<file path="config.mk">
export PLATFORM = sky130hd
export DESIGN_NAME = layer_mem_arbiter
export DESIGN_NICKNAME = d
export VERILOG_FILES = /design/src/rtl/layer_mem_arbiter.sv
export SDC_FILE = /design/constraint.sdc
export NUM_CORES = 1
export LEC_CHECK = 0
export CORE_MARGIN = 2
export CORE_UTILIZATION = 45
export CTS_CLUSTER_SIZE = 30
export DETAILED_ROUTE_END_ITERATION = 7
export GPL_ROUTABILITY_DRIVEN = 0
export MAX_ROUTING_LAYER = met4
export PLACE_DENSITY = 0.95
export SKIP_LAST_GASP = 1
export SLEW_MARGIN = 20
export SYNTH_ARGS = -nofsm -noshare
export SYNTH_HDL_FRONTEND = slang
export SYNTH_SLANG_ARGS = --single-unit
export TNS_END_PERCENT = 5
</file>
<file path="constraint.sdc">
create_clock -name clk -period 6.2 [get_ports clk]
set_input_delay 0.93 -clock clk [delete_from_list [all_inputs] [get_ports clk]]
set_output_delay 0.93 -clock clk [all_outputs]
set_load 0.05 [all_outputs]
</file>
<file path="src/rtl/layer_mem_arbiter.sv">
// Two-requester arbiter for the shared layer-memory port.
// Round-robin with burst lock, registered memory command, 2-cycle read return.
module layer_mem_arbiter #(
    parameter int AW       = 12,
    parameter int DW       = 20,
    parameter int LOCK_MAX = 8
) (
    input  logic          clk,
    input  logic          reset,
    input  logic          req0,
    input  logic          req1,
    input  logic          lock0,
    input  logic          lock1,
    input  logic          we0,
    input  logic          we1,
    input  logic [2:0]    sel0,
    input  logic [2:0]    sel1,
    input  logic [AW-1:0] addr0,
    input  logic [AW-1:0] addr1,
    input  logic [DW-1:0] wdata0,
    input  logic [DW-1:0] wdata1,
    output logic          gnt0,
    output logic          gnt1,
    output logic          rvalid0,
    output logic          rvalid1,
    output logic [DW-1:0] rdata,
    output logic          cwr,
    output logic          crd,
    output logic [2:0]    csel,
    output logic [AW-1:0] caddr_wr,
    output logic [AW-1:0] caddr_rd,
    output logic [DW-1:0] cdata_wr,
    input  logic [DW-1:0] cdata_rd,
    output logic [1:0]    owner
);

    typedef enum logic [1:0] {
        IDLE  = 2'b00,
        LOCK0 = 2'b01,
        LOCK1 = 2'b10
    } state_e;

    localparam logic [3:0] CNT_MAX = 4'(LOCK_MAX);

    state_e        state_q, state_d;
    logic          rr_last_q, rr_last_d;
    logic [3:0]    lock_cnt_q, lock_cnt_d;
    logic          cwr_q, cwr_d;
    logic          crd_q, crd_d;
    logic [2:0]    csel_q, csel_d;
    logic [AW-1:0] caddr_wr_q, caddr_wr_d;
    logic [AW-1:0] caddr_rd_q, caddr_rd_d;
    logic [DW-1:0] cdata_wr_q, cdata_wr_d;
    logic          p1_vld_q, p1_vld_d;
    logic          p1_id_q, p1_id_d;
    logic          p1_nul_q, p1_nul_d;
    logic          rvalid0_q, rvalid0_d;
    logic          rvalid1_q, rvalid1_d;
    logic [DW-1:0] rdata_q, rdata_d;

    logic          g0, g1, forced;
    logic          acc0, acc1, beat;
    logic          b_we;
    logic [2:0]    b_sel;
    logic [AW-1:0] b_addr;
    logic [DW-1:0] b_wdata;
    logic [3:0]    cnt_inc;

    // Grant decision; forced hands the port to a starved requester.
    always_comb begin
        g0     = 1'b0;
        g1     = 1'b0;
        forced = 1'b0;
        unique case (state_q)
            IDLE: begin
                if (req0 && req1) begin
                    g0 = rr_last_q;
                    g1 = !rr_last_q;
                end else begin
                    g0 = req0;
                    g1 = req1;
                end
            end
            LOCK0: begin
                if (lock_cnt_q == CNT_MAX && req1) begin
                    g1     = 1'b1;
                    forced = 1'b1;
                end else begin
                    g0 = req0;
                end
            end
            LOCK1: begin
                if (lock_cnt_q == CNT_MAX && req0) begin
                    g0     = 1'b1;
                    forced = 1'b1;
                end else begin
                    g1 = req1;
                end
            end
            default: ;
        endcase
    end

    assign gnt0 = g0 && !reset;
    assign gnt1 = g1 && !reset;
    assign acc0 = req0 && gnt0;
    assign acc1 = req1 && gnt1;
    assign beat = acc0 || acc1;

    assign b_we    = acc1 ? we1    : we0;
    assign b_sel   = acc1 ? sel1   : sel0;
    assign b_addr  = acc1 ? addr1  : addr0;
    assign b_wdata = acc1 ? wdata1 : wdata0;
    assign cnt_inc = (lock_cnt_q == CNT_MAX) ? CNT_MAX : lock_cnt_q + 4'd1;

    always_comb begin
        state_d    = state_q;
        rr_last_d  = rr_last_q;
        lock_cnt_d = lock_cnt_q;
        unique case (state_q)
            IDLE: begin
                if (acc0) begin
                    rr_last_d = 1'b0;
                    if (lock0) begin
                        state_d    = LOCK0;
                        lock_cnt_d = 4'd1;
                    end
                end else if (acc1) begin
                    rr_last_d = 1'b1;
                    if (lock1) begin
                        state_d    = LOCK1;
                        lock_cnt_d = 4'd1;
                    end
                end
            end
            LOCK0: begin
                if (forced) begin
                    rr_last_d  = 1'b1;
                    state_d    = lock1 ? LOCK1 : IDLE;
                    lock_cnt_d = lock1 ? 4'd1 : 4'd0;
                end else if (acc0 && lock0) begin
                    lock_cnt_d = cnt_inc;
                end else begin
                    if (acc0) rr_last_d = 1'b0;
                    state_d    = IDLE;
                    lock_cnt_d = 4'd0;
                end
            end
            LOCK1: begin
                if (forced) begin
                    rr_last_d  = 1'b0;
                    state_d    = lock0 ? LOCK0 : IDLE;
                    lock_cnt_d = lock0 ? 4'd1 : 4'd0;
                end else if (acc1 && lock1) begin
                    lock_cnt_d = cnt_inc;
                end else begin
                    if (acc1) rr_last_d = 1'b1;
                    state_d    = IDLE;
                    lock_cnt_d = 4'd0;
                end
            end
            default: begin
                state_d    = IDLE;
                lock_cnt_d = 4'd0;
            end
        endcase
    end

    // Command stage and read-return pipeline.
    always_comb begin
        cwr_d      = 1'b0;
        crd_d      = 1'b0;
        csel_d     = csel_q;
        caddr_wr_d = caddr_wr_q;
        caddr_rd_d = caddr_rd_q;
        cdata_wr_d = cdata_wr_q;
        p1_vld_d   = beat && !b_we;
        p1_id_d    = acc1;
        p1_nul_d   = (b_sel == 3'b000);
        if (beat) begin
            if (b_sel == 3'b000) begin
                csel_d = 3'b000;
            end else begin
                csel_d = b_sel;
                if (b_we) begin
                    cwr_d      = 1'b1;
                    caddr_wr_d = b_addr;
                    cdata_wr_d = b_wdata;
                end else begin
                    crd_d      = 1'b1;
                    caddr_rd_d = b_addr;
                end
            end
        end
        rvalid0_d = p1_vld_q && !p1_id_q;
        rvalid1_d = p1_vld_q && p1_id_q;
        rdata_d   = rdata_q;
        if (p1_vld_q) rdata_d = p1_nul_q ? '0 : cdata_rd;
    end

    always_ff @(posedge clk or posedge reset) begin
        if (reset) begin
            state_q    <= IDLE;
            rr_last_q  <= 1'b1;
            lock_cnt_q <= 4'd0;
            cwr_q      <= 1'b0;
            crd_q      <= 1'b0;
            csel_q     <= 3'b000;
            caddr_wr_q <= '0;
            caddr_rd_q <= '0;
            cdata_wr_q <= '0;
            p1_vld_q   <= 1'b0;
            p1_id_q    <= 1'b0;
            p1_nul_q   <= 1'b0;
            rvalid0_q  <= 1'b0;
            rvalid1_q  <= 1'b0;
            rdata_q    <= '0;
        end else begin
            state_q    <= state_d;
            rr_last_q  <= rr_last_d;
            lock_cnt_q <= lock_cnt_d;
            cwr_q      <= cwr_d;
            crd_q      <= crd_d;
            csel_q     <= csel_d;
            caddr_wr_q <= caddr_wr_d;
            caddr_rd_q <= caddr_rd_d;
            cdata_wr_q <= cdata_wr_d;
            p1_vld_q   <= p1_vld_d;
            p1_id_q    <= p1_id_d;
            p1_nul_q   <= p1_nul_d;
            rvalid0_q  <= rvalid0_d;
            rvalid1_q  <= rvalid1_d;
            rdata_q    <= rdata_d;
        end
    end

    assign cwr      = cwr_q;
    assign crd      = crd_q;
    assign csel     = csel_q;
    assign caddr_wr = caddr_wr_q;
    assign caddr_rd = caddr_rd_q;
    assign cdata_wr = cdata_wr_q;
    assign rvalid0  = rvalid0_q;
    assign rvalid1  = rvalid1_q;
    assign rdata    = rdata_q;
    assign owner    = state_q;

endmodule

</file>
==> impl_metrics.yaml <==
die:
  ios: 173
  fp.dieH_um: 96.2
  fp.dieArea_um2: 9240
  die_x_um: 96.2
  initial_core_util: 0.465
  rows: 33
  coreArea_um2: 8220
clocking:
  cts_tree: "yes"
  path_clk_slew_ns: 0.08
  worstSkewPairLatency_ns: 0.34
  cts_sinks: 81
  hold_buffers: 0
  cts_buffer_depth: 2
  cts_setup_buffers: 0
  htree_levels: 3
  numCtsBuffers: 9
  clockRootBuffer: "clkbuf_8"
  cts_resized: 0
power_and_ir_drop:
  seqPwrFrac: 0.294
  p_sw_mw: 1.53
  p_int_mw: 1.55
  p_per_area_nw_per_um2: 532
  p_comb_frac: 0.579
  power.total_mw: 3.08
  p_sw_frac: 0.496
  leakage_nw: 2.75
  pwr-share-clk: 0.127
  ir_drop_mv: 0.360
drt:
  avgViaCountPerCell: 5.28
  routedWlPerCell_um: 16.4
  num_vias: 3473
  drc_errors: 0
  dr.first_iter.drc_count: 288
  dr.pass1.iters: 5
  ant_nets: 0
  drt-total-wl_um: 10800
layout:
  fin_area_um2: 5800
  antenna_cells: 0
  nets: 653
  layout-drive-gt1-share: 0.0561
  fillers: 576
  syn2layout_area_growth_pct: 51.7
  postLayoutCoreUtil: 0.705
global_route:
  antenna_found_initial: 0
  grt_pass1_wl_um: 16700
  grt_max_degree: 82
  grt_pass1_vias: 3546
  grtUsageTotal: 0.244
  grt.overflow.total: 0
sta:
  timing.fmax_ghz: 0.221
  worst-slew-pin-transition_ns: 0.985
  slew_headroom: 0.341
  finalSetupTns_ns: 0
  rsz0062_at_grt: "no"
  finalCritPeriodShare: 0.731
  finClkSkew_ns: 0.0125
  min_period_ns: 4.53
  setup_viol: 0
  setup_ws_ns: 1.67
  slew_viol_final: 0
  hold_violations: 0
synth:
  dominantRegCellSynth: "dfrtp_1"
  synth_area_per_cell_um2: 10.0
  ys_seq_elements: 81
  yosysTopAreaCellShare: 0.524
  yosysWarnings: 0
  syn_area_um2: 3820
  synthCells: 381
  synth.area.top_cells: "dfrtp_1, mux2i_1, o21ai_0"
  synth_edf_count: 0
  synth_top_area_cell: "dfrtp_1"
  yosysSeqAreaShare: 0.531
  synthArstFlopShare: 1.00
  synth_nets: 486
  yosysUniqueCellTypes: 45
placement:
  placed_area_um2: 5590
  hpwl_um: 8150
  dp_slack_ns: 1.67
  port_buffers: 172
status:
  status: "finished, final reports clean"
setup_path:
  worst-path-max-fanout: 36
  required_ns: 5.27
  cp-start-kind: "input pin"
  critPathKind: "input pin to output port"
  cp.arrival_ns: 3.60
  endpoint_kind: "output port"
min_path:
  hold_path_class: "flop to flop"
flow_run:
  cap_violations: 0
-- power by group through the flow --
| stage | Clock, mW | Sequential (mW) | Combinational (mW) |
|---|---|---|---|
| after global routing | 0.425 | 0.931 | 1.89 |
| final | 0.392 | 0.906 | 1.79 |
| after global placement | 0 | 0.896 | 1.74 |
| after floorplan | 0 | 1.65 | 0.396 |
| after detailed placement | 0 | 0.909 | 1.79 |
| after CTS | 0.400 | 0.904 | 1.80 |
-- metrics by stage --
step | hold slack [ns] | cells
finish | 0.428 | 658
global route | 0.458 | 658
CTS | 0.429 | 658
detailed placement | 0.418 | 642
global placement | 0.412 | 642
floorplan | 0.395 | 381
-- path summary, 6_finish.rpt --
check                              start             to  slack [ns]  cells after the start
max                                 req0           gnt1        1.67                      7
min                              p1_id_q        rvalid0        0.43                      1
max reg2reg                lock_cnt_q[0]   caddr_wr[10]        2.46                     10
min reg2reg                      p1_id_q        rvalid0        0.43                      1
max in group asynchronous          reset        csel[1]        4.57                      3
min in group asynchronous          reset  lock_cnt_q[2]        1.15                      3
-- layout by cell type, fill, tap and decap left out, types with 3 or more instances in the layout --
master	instances
nand4b_1	3
a21oi_1	16
mux2i_1	47
nand2_1	50
inv_1	42
o21ai_0	50
clkdlybuf4s50_1	172
nor2_1	21
dfrtp_1	80
ha_1	7
nand3_1	6
clkbuf_8	10
-- metal layers --
metal | track usage | vias to the layer above | wire, um | share of wire
met2 | 0.426 | 182 | 5760 | 0.53
li1 | - | 1616 | - | -
met5 | - | - | 0 | 0
met3 | 0.0705 | 26 | 1010 | 0.093
met4 | 0.0821 | 0 | 212 | 0.020
met1 | 0.265 | 1649 | 3830 | 0.35
-- Yosys cell counts (2+ instances only) --
cell type  count
a21oi_1       16
a222oi_1       2
buf_2          7
buf_4          2
buf_6          3
clkbuf_1       5
clkbuf_2       2
dfrtp_1       80
ha_1           7
inv_1         43
inv_2          2
mux2i_1       47
nand2_1       50
nand3_1        6
nand4b_1       3
nor2_1        21
nor2b_1        2
nor4_1         2
o21ai_0       50
o22ai_1        2
o31ai_1        2
o41ai_1        2
or2_1          2
or3_1          2
-- critical path, cell delays in order --
cell and delay, ns:
clkdlybuf4s50_1 0.59, nand4b_1 0.14, a222oi_1 0.38, or2_2 0.19, buf_4 0.50, inv_1 0.10, clkdlybuf4s50_1 0.73
-- flip-flops by register name (all words and copies together) (netlist names) --
name        cells
caddr_rd       12
caddr_wr       12
cdata_wr       20
crd             1
csel            3
cwr             1
lock_cnt_q      4
owner           2
p1_id_q         1
p1_nul_q        1
p1_vld_q        1
rdata          20
rr_last_q       1
rvalid0         1
rvalid1         1
-- area by class of cell --
class	count	area, um^2	share of cell area
Clock buffer	11	141	0.0244
Clock inverter	5	62.6	0.0108
Inverter	46	176	0.0304
Multi-Input combinational cell	235	1510	0.260
Sequential cell	81	2030	0.350
Tap cell	105	131	0.0227
Timing Repair Buffer	175	1750	0.302
-- kinds of logic after synthesis --
kind of cell,count (synthesis),synth area share
flip-flops,81,0.531
adder cells (fa/ha/maj),7,0.0229
multiplexers,47,0.123
AO/OA/AOI/OAI,83,0.129
buffers and inverters,65,0.0753
AND/OR/NAND/NOR,98,0.119
(Power assumes the default switching activity.)
